File: src/rtl/pc_fetch_ctrl.sv
// pc_fetch_ctrl: fetch sequencer for the 32-bit program counter.
// Every cycle it computes the PC register's next value, which the PC register
// loads unconditionally. The next value depends on:
//   - sequential advance (+4)
//   - branch/jump redirects
//   - trap entry
//   - hazard stalls
// It also runs the IMEM request/ready handshake and presents fetched words to decode.
//
// Ports:
//   i_clk, i_rst_n          clock, asynchronous active-low reset
//   i_pc                    current PC register value
//   o_pc_next_c             next PC value (combinational)
//   i_stall                 hazard stall, blocks sequential advance only
//   i_redirect_valid/target branch/jump redirect request and destination
//   i_trap                  trap request, highest priority
//   o_imem_req              fetch request
//   o_imem_addr_c           fetch address (always i_pc)
//   i_imem_ready/rdata      IMEM response strobe and instruction word
//   o_instr_valid           o_instr_out/o_fetch_pc valid for decode
//   o_instr_out, o_fetch_pc captured instruction and its address
//   i_id_ready              decode accepts the instruction this cycle
//   o_fault, o_fault_cause  sticky fault flag, cause (01 timeout, 10 misaligned redirect)

module pc_fetch_ctrl #(
  parameter logic [31:0] RESET_VECTOR   = 32'h0000_0000,
  parameter logic [31:0] TRAP_VECTOR    = 32'h0000_0100,
  parameter int unsigned TIMEOUT_CYCLES = 16
) (
  input  logic        i_clk,
  input  logic        i_rst_n,
  input  logic [31:0] i_pc,
  output logic [31:0] o_pc_next_c,
  input  logic        i_stall,
  input  logic        i_redirect_valid,
  input  logic [31:0] i_redirect_target,
  input  logic        i_trap,
  output logic        o_imem_req,
  output logic [31:0] o_imem_addr_c,
  input  logic        i_imem_ready,
  input  logic [31:0] i_imem_rdata,
  output logic        o_instr_valid,
  output logic [31:0] o_instr_out,
  output logic [31:0] o_fetch_pc,
  input  logic        i_id_ready,
  output logic        o_fault,
  output logic [1:0]  o_fault_cause
);

  localparam int unsigned CNT_W = (TIMEOUT_CYCLES > 2) ? $clog2(TIMEOUT_CYCLES) : 1;
  localparam logic [CNT_W-1:0] CNT_LAST = CNT_W'(TIMEOUT_CYCLES - 1);

  localparam logic [1:0] CAUSE_NONE     = 2'b00;
  localparam logic [1:0] CAUSE_TIMEOUT  = 2'b01;
  localparam logic [1:0] CAUSE_MISALIGN = 2'b10;

  typedef enum logic [2:0] {
    ST_IDLE  = 3'd0,
    ST_REQ   = 3'd1,
    ST_WAIT  = 3'd2,
    ST_VALID = 3'd3,
    ST_FAULT = 3'd4
  } state_t;

  state_t            r_state;
  logic [CNT_W-1:0]  r_wait_cnt;
  logic              r_pend_valid;
  logic              r_pend_trap;
  logic [31:0]       r_pend_target;
  logic              r_imem_req;
  logic              r_instr_valid;
  logic [31:0]       r_instr_out;
  logic [31:0]       r_fetch_pc;
  logic              r_fault;
  logic [1:0]        r_fault_cause;

  state_t            w_state_nxt;
  logic [31:0]       w_pc_next;
  logic [CNT_W-1:0]  w_wait_cnt_nxt;
  logic              w_pend_valid_nxt;
  logic              w_pend_trap_nxt;
  logic [31:0]       w_pend_target_nxt;
  logic              w_capture;
  logic [1:0]        w_cause_nxt;
  logic              w_misalign;
  logic              w_redir_ok;
  logic              w_redir_bad;
  logic              w_tgt_valid;
  logic [31:0]       w_tgt;

  assign w_misalign  = (i_redirect_target[1:0] != 2'b00);
  assign w_redir_ok  = i_redirect_valid & ~w_misalign;
  assign w_redir_bad = i_redirect_valid &  w_misalign;

  // Winning control-flow target while a fetch is outstanding in WAIT:
  // a trap (new or pending) beats any redirect, a new redirect replaces an older one.
  always_comb begin
    w_tgt_valid = 1'b0;
    w_tgt       = r_pend_target;
    if (i_trap) begin
      w_tgt_valid = 1'b1;
      w_tgt       = TRAP_VECTOR;
    end else if (r_pend_valid && r_pend_trap) begin
      w_tgt_valid = 1'b1;
      w_tgt       = r_pend_target;
    end else if (w_redir_ok) begin
      w_tgt_valid = 1'b1;
      w_tgt       = i_redirect_target;
    end else if (r_pend_valid) begin
      w_tgt_valid = 1'b1;
      w_tgt       = r_pend_target;
    end
  end

  // Next-state, next-PC and capture decisions.
  always_comb begin
    w_state_nxt       = r_state;
    w_pc_next         = i_pc;
    w_wait_cnt_nxt    = r_wait_cnt;
    w_pend_valid_nxt  = r_pend_valid;
    w_pend_trap_nxt   = r_pend_trap;
    w_pend_target_nxt = r_pend_target;
    w_capture         = 1'b0;
    w_cause_nxt       = r_fault_cause;

    unique case (r_state)
      ST_IDLE: begin
        w_pc_next   = RESET_VECTOR;
        w_state_nxt = ST_REQ;
      end

      ST_REQ: begin
        w_wait_cnt_nxt = '0;
        if (i_trap || w_redir_ok) begin
          // A same-cycle response is dropped and the target applied now.
          // Otherwise the request is already in flight and the target must wait.
          if (i_imem_ready) begin
            w_pc_next   = i_trap ? TRAP_VECTOR : i_redirect_target;
            w_state_nxt = ST_REQ;
          end else begin
            w_pend_valid_nxt  = 1'b1;
            w_pend_trap_nxt   = i_trap;
            w_pend_target_nxt = i_trap ? TRAP_VECTOR : i_redirect_target;
            w_state_nxt       = ST_WAIT;
          end
        end else if (w_redir_bad) begin
          w_cause_nxt = CAUSE_MISALIGN;
          w_state_nxt = ST_FAULT;
        end else if (i_imem_ready) begin
          w_capture   = 1'b1;
          w_state_nxt = ST_VALID;
        end else begin
          w_pend_valid_nxt = 1'b0;
          w_pend_trap_nxt  = 1'b0;
          w_state_nxt      = ST_WAIT;
        end
      end

      ST_WAIT: begin
        if (w_redir_bad && !i_trap && !(r_pend_valid && r_pend_trap)) begin
          w_cause_nxt = CAUSE_MISALIGN;
          w_state_nxt = ST_FAULT;
        end else if (i_imem_ready) begin
          if (w_tgt_valid) begin
            w_pc_next   = w_tgt;
            w_state_nxt = ST_REQ;
          end else begin
            w_capture   = 1'b1;
            w_state_nxt = ST_VALID;
          end
        end else if (r_wait_cnt == CNT_LAST) begin
          w_cause_nxt = CAUSE_TIMEOUT;
          w_state_nxt = ST_FAULT;
        end else begin
          w_wait_cnt_nxt    = r_wait_cnt + CNT_W'(1);
          w_pend_valid_nxt  = w_tgt_valid;
          w_pend_trap_nxt   = i_trap | (r_pend_valid & r_pend_trap);
          w_pend_target_nxt = w_tgt;
        end
      end

      ST_VALID: begin
        if (i_trap) begin
          w_pc_next   = TRAP_VECTOR;
          w_state_nxt = ST_REQ;
        end else if (w_redir_bad) begin
          w_cause_nxt = CAUSE_MISALIGN;
          w_state_nxt = ST_FAULT;
        end else if (w_redir_ok) begin
          w_pc_next   = i_redirect_target;
          w_state_nxt = ST_REQ;
        end else if (i_id_ready && !i_stall) begin
          w_pc_next   = i_pc + 32'd4;
          w_state_nxt = ST_REQ;
        end
      end

      ST_FAULT: begin
        if (i_trap) begin
          w_pc_next   = TRAP_VECTOR;
          w_cause_nxt = CAUSE_NONE;
          w_state_nxt = ST_REQ;
        end
      end

      default: begin
        w_pc_next   = RESET_VECTOR;
        w_state_nxt = ST_IDLE;
      end
    endcase
  end

  // State and registered outputs; flags are derived from the state being entered.
  always_ff @(posedge i_clk or negedge i_rst_n) begin
    if (!i_rst_n) begin
      r_state       <= ST_IDLE;
      r_wait_cnt    <= '0;
      r_pend_valid  <= 1'b0;
      r_pend_trap   <= 1'b0;
      r_pend_target <= '0;
      r_imem_req    <= 1'b0;
      r_instr_valid <= 1'b0;
      r_instr_out   <= '0;
      r_fetch_pc    <= '0;
      r_fault       <= 1'b0;
      r_fault_cause <= CAUSE_NONE;
    end else begin
      r_state       <= w_state_nxt;
      r_wait_cnt    <= w_wait_cnt_nxt;
      r_pend_valid  <= (w_state_nxt == ST_WAIT) & w_pend_valid_nxt;
      r_pend_trap   <= (w_state_nxt == ST_WAIT) & w_pend_trap_nxt;
      r_pend_target <= w_pend_target_nxt;
      r_imem_req    <= (w_state_nxt == ST_REQ) || (w_state_nxt == ST_WAIT);
      r_instr_valid <= (w_state_nxt == ST_VALID);
      r_fault       <= (w_state_nxt == ST_FAULT);
      r_fault_cause <= (w_state_nxt == ST_FAULT) ? w_cause_nxt : CAUSE_NONE;
      if (w_capture) begin
        r_instr_out <= i_imem_rdata;
        r_fetch_pc  <= i_pc;
      end
    end
  end

  assign o_pc_next_c   = w_pc_next;
  assign o_imem_addr_c = i_pc;
  assign o_imem_req    = r_imem_req;
  assign o_instr_valid = r_instr_valid;
  assign o_instr_out   = r_instr_out;
  assign o_fetch_pc    = r_fetch_pc;
  assign o_fault       = r_fault;
  assign o_fault_cause = r_fault_cause;

endmodule
File: config.mk
export PLATFORM = sky130hd
export DESIGN_NAME = pc_fetch_ctrl
export DESIGN_NICKNAME = d
export VERILOG_FILES = /design/src/rtl/pc_fetch_ctrl.sv
export SDC_FILE = /design/constraint.sdc
export NUM_CORES = 1
export LEC_CHECK = 0
export BUFFER_PORTS_ARGS = -buffer_cell sky130_fd_sc_hd__buf_2
export CORE_MARGIN = 3
export CORE_UTILIZATION = 38
export DETAILED_ROUTE_END_ITERATION = 12
export PLACE_DENSITY_LB_ADDON = 0.12
export SYNTH_ARGS = -nofsm -noshare
export SYNTH_HDL_FRONTEND = slang
export SYNTH_SLANG_ARGS = --single-unit
File: constraint.sdc
create_clock -name i_clk -period 4.9 [get_ports i_clk]
set_clock_uncertainty 0.2 [all_clocks]
set_input_delay 1.47 -clock i_clk [delete_from_list [all_inputs] [get_ports i_clk]]
set_output_delay 1.47 -clock i_clk [all_outputs]
set_load 0.005 [all_outputs]
==> flow_metrics.env <==
export IMPL_cts_buffers=9
export IMPL_dr_pass1_iters=6
export IMPL_synth_edf_count=0
export IMPL_setup_viol=30
export IMPL_seqCellArea_sq_mm=0.00275
export IMPL_crit_path_end_kind="output pin"
export IMPL_startpoint="i_stall"
export IMPL_preCtsSetupSlack_ns=-0.325
export IMPL_critPathMaxFanout=3
export IMPL_syn_instance_count=751
export IMPL_violations="negative setup slack"
export IMPL_max_cap_viol_count=0
export IMPL_ff2ff_setup_slack_ns=1.63
export IMPL_multi_input_area_sq_mm=0.00399
export IMPL_ant_nets=0
export IMPL_hold_viol=0
export IMPL_seq_area_frac_synth_pct=39.8
export IMPL_grt_usage_pct=27.3
export IMPL_post_route_min_period_ns=5.15
export IMPL_ys_top_cells_by_count="110 x dfrtp_1, 95 x nand2_1, 60 x mux2_2, 45 x nor2_1, 36 x buf_4"
export IMPL_cts_tree="yes"
export IMPL_dp_hpwl_mm=20.3
export IMPL_cts_path_max_buffers=2
export IMPL_synthDistinctLibCells=74
export IMPL_n_fill_cell=1670
export IMPL_clkLatencyLatePin_ns=0.37
export IMPL_finalCritPeriodShare_pct=105
export IMPL_use_met1_pct=35.4
export IMPL_h_tree_depth=3
export IMPL_grt_first_pass_wirelength_mm=42.1
export IMPL_clock_sinks=110
export IMPL_cts_root_buffer="clkbuf_16"
export IMPL_instances_no_fill=1288
export IMPL_grt_max_degree=74
export IMPL_slew_violations=0
export IMPL_postLayoutSetupSlackWorst_ns=-0.247
export IMPL_drc=0
export IMPL_hold_class="flop to flop"
export IMPL_synthArstFlopShare_pct=100
export IMPL_vias_per_cell=5.82
export IMPL_power_density_mw_per_mm2=447
export IMPL_syn_area_per_cell_sq_um=9.20
export IMPL_slew_headroom_pct=33.8
export IMPL_grt_busiest_layer="met2"
export IMPL_status="finished with violations"
export IMPL_cp_start_kind="input pin"
export IMPL_tightest_slew_ns=0.993
export IMPL_p_leak_nw=4.67
export IMPL_yosys_warnings=0
export IMPL_reg2reg_depth=8
export IMPL_die_area_sq_mm=0.0198
export IMPL_wl_per_cell_um=21.5
export IMPL_fmax_mhz=194
export IMPL_dp_cells=1253
export IMPL_start_util_pct=39.4
export IMPL_synth_nets=856
export IMPL_totalWireLength_mm=27.7
export IMPL_grt_overflow=0
export IMPL_syn_cell_area_sq_mm=0.00691
export IMPL_crit_required_ns=3.23
export IMPL_hold_buffers=0
export IMPL_synthToLayoutAreaGrowth_pct=41.9
export IMPL_fp_dieH_um=141
export IMPL_synth_top_cell_by_area="dfrtp_1"
export IMPL_antenna_found_initial=0
export IMPL_crit_end="o_pc_next_c[29]"
export IMPL_final_nets=1163
export IMPL_coreArea_sq_mm=0.0175
export IMPL_r2r_start="r_state[1]$_DFF_PN0_"
export IMPL_synth_ff_type="dfrtp_1"
export IMPL_drtIter0Drc=647
export IMPL_die_w_um=141
export IMPL_rsz0062_at_grt="true"
export IMPL_diodes=0
export IMPL_critical_path_class="input pin to output pin"
export IMPL_synth_top_area_share_pct=39.8
export IMPL_grt_pass1_vias=7365
export IMPL_io_pins=236
export IMPL_dr_total_vias=7497
export IMPL_use_met3_pct=7.67
export IMPL_grt_use_met2_pct=43.6
export IMPL_port_buffers=235
export IMPL_irDropWorstVdd_v=0.000253
export IMPL_synth_most_common_cell="dfrtp_1"
export IMPL_ys_top_cells_by_area="dfrtp_1 40%, mux2_2 9.8%, nand2_1 5.2%, buf_4 3.9%, a22o_1 3.7%"
export IMPL_std_cell_rows=48
export IMPL_worstPathArrival_ns=3.48
export IMPL_place_gp_congestion=0.973
export IMPL_synth_seq_cells=110
export IMPL_layout_drive_gt1_share_pct=50.7
export IMPL_reg2reg_to="r_pend_target[8]$_DFFE_PN0P_"
export IMPL_path_clk_slew_ns=0.09
[how the worst min path moves through the flow]
| stage | from | endpoint | cells after the start | slack [ns] |
|---|---|---|---|---|
| after floorplan | r_pend_target[31]$_DFFE_PN0P_ | r_pend_target[31]$_DFFE_PN0P_ | 2 | 0.25 |
| after detailed placement | r_pend_target[0]$_DFFE_PN0P_ | r_pend_target[0]$_DFFE_PN0P_ | 1 | 0.27 |
| final | o_fetch_pc[24]$_DFFE_PN0P_ | o_fetch_pc[24]$_DFFE_PN0P_ | 2 | 0.29 |
| after CTS | r_pend_target[2]$_DFFE_PN0P_ | r_pend_target[2]$_DFFE_PN0P_ | 2 | 0.30 |
| after global routing | r_pend_target[2]$_DFFE_PN0P_ | r_pend_target[2]$_DFFE_PN0P_ | 2 | 0.31 |
| after global placement | o_fetch_pc[24]$_DFFE_PN0P_ | o_fetch_pc[24]$_DFFE_PN0P_ | 2 | 0.27 |
[where the power goes]
part	switching (W)	internal (W)	leakage [nW]
combinational	0.00101	0.00105	3.13
sequential	0.000227	0.00129	1.38
clock	0.000433	0.000381	0.156
total	0.00167	0.00271	4.67
[sequential cells by signal, summed over array words and instances (netlist names), 2 cells and up]
signal and count:
r_state 3, r_pend_target 32, o_fetch_pc 32, o_fault_cause 2, r_wait_cnt 4, o_instr_out 32
[cells in the final DEF, fill, tap and decap left out, types with 7 or more instances in the layout]
cell type,instances
a22oi_1,8
a21oi_2,11
clkbuf_16,9
o21ai_1,14
dfrtp_1,110
nand3_1,21
o211ai_1,10
inv_1,14
nand4_1,10
a22o_1,29
buf_6,19
nand2_1,89
o22ai_1,8
xor2_1,9
mux2_2,60
buf_2,230
a221oi_2,7
o21ai_0,22
mux2i_1,8
buf_4,130
nor3_1,13
a21oi_1,22
nor2_1,41
[layout make-up]
cell class	instances	area share, %
repair buffers	382	24.6
multi-input cells	541	40.7
clock inverters	7	0.983
flip-flops and latches	110	28.1
clock buffers	9	2.30
well taps	225	2.87
inverters	14	0.536
[logic make-up after synthesis]
| family | after synthesis | share of synthesized area [%] |
|---|---|---|
| and+or+nand+nor | 255 | 18.4 |
| AOI/OAI and AO/OA | 204 | 21.2 |
| DFF | 110 | 39.8 |
| buffers and inverters | 100 | 7.75 |
| muxes | 69 | 11.1 |
| xor gates and xnor gates | 11 | 1.39 |
| adders and majority gates | 2 | 0.362 |
[worst max-delay path, cell delays in order]
cell and delay (ns):
buf_6 0.09, nand4b_1 0.27, or2_4 0.31, or4b_4 0.53
o311ai_2 0.26, o2111ai_1 0.15, a211o_1 0.26, buf_2 0.13
[stage by stage]
stage | power [W] | setup TNS [ns] | hold WS (ns) | util [%] | cell area, sq um
global route | 0.00465 | -5.39 | 0.306 | 55.9 | 9810
detailed placement | 0.00339 | -6.30 | 0.272 | 50.5 | 8860
global placement | 0.00336 | -5.25 | 0.266 | 50.5 | 8860
floorplan | 0.00248 | -0.0113 | 0.250 | - | 6920
finish | 0.00438 | -2.71 | 0.291 | 55.9 | 9810
CTS | 0.00431 | -1.89 | 0.296 | 54.1 | 9480
[layer usage]
| layer | wire, um | vias up |
|---|---|---|
| li1 | - | 3374 |
| met1 | 11200 | 3615 |
| met2 | 12900 | 434 |
| met3 | 2650 | 74 |
| met4 | 926 | 0 |
| met5 | 0 | - |
[what timing repair did]
action                                  4_1_cts  5_1_grt
pin swaps                                    27       38
resized for setup                            43       62
setup buffers                                11       11
endpoints found under the setup margin       32       32
gates cloned                                  1        0
(Power assumes the default switching activity.)
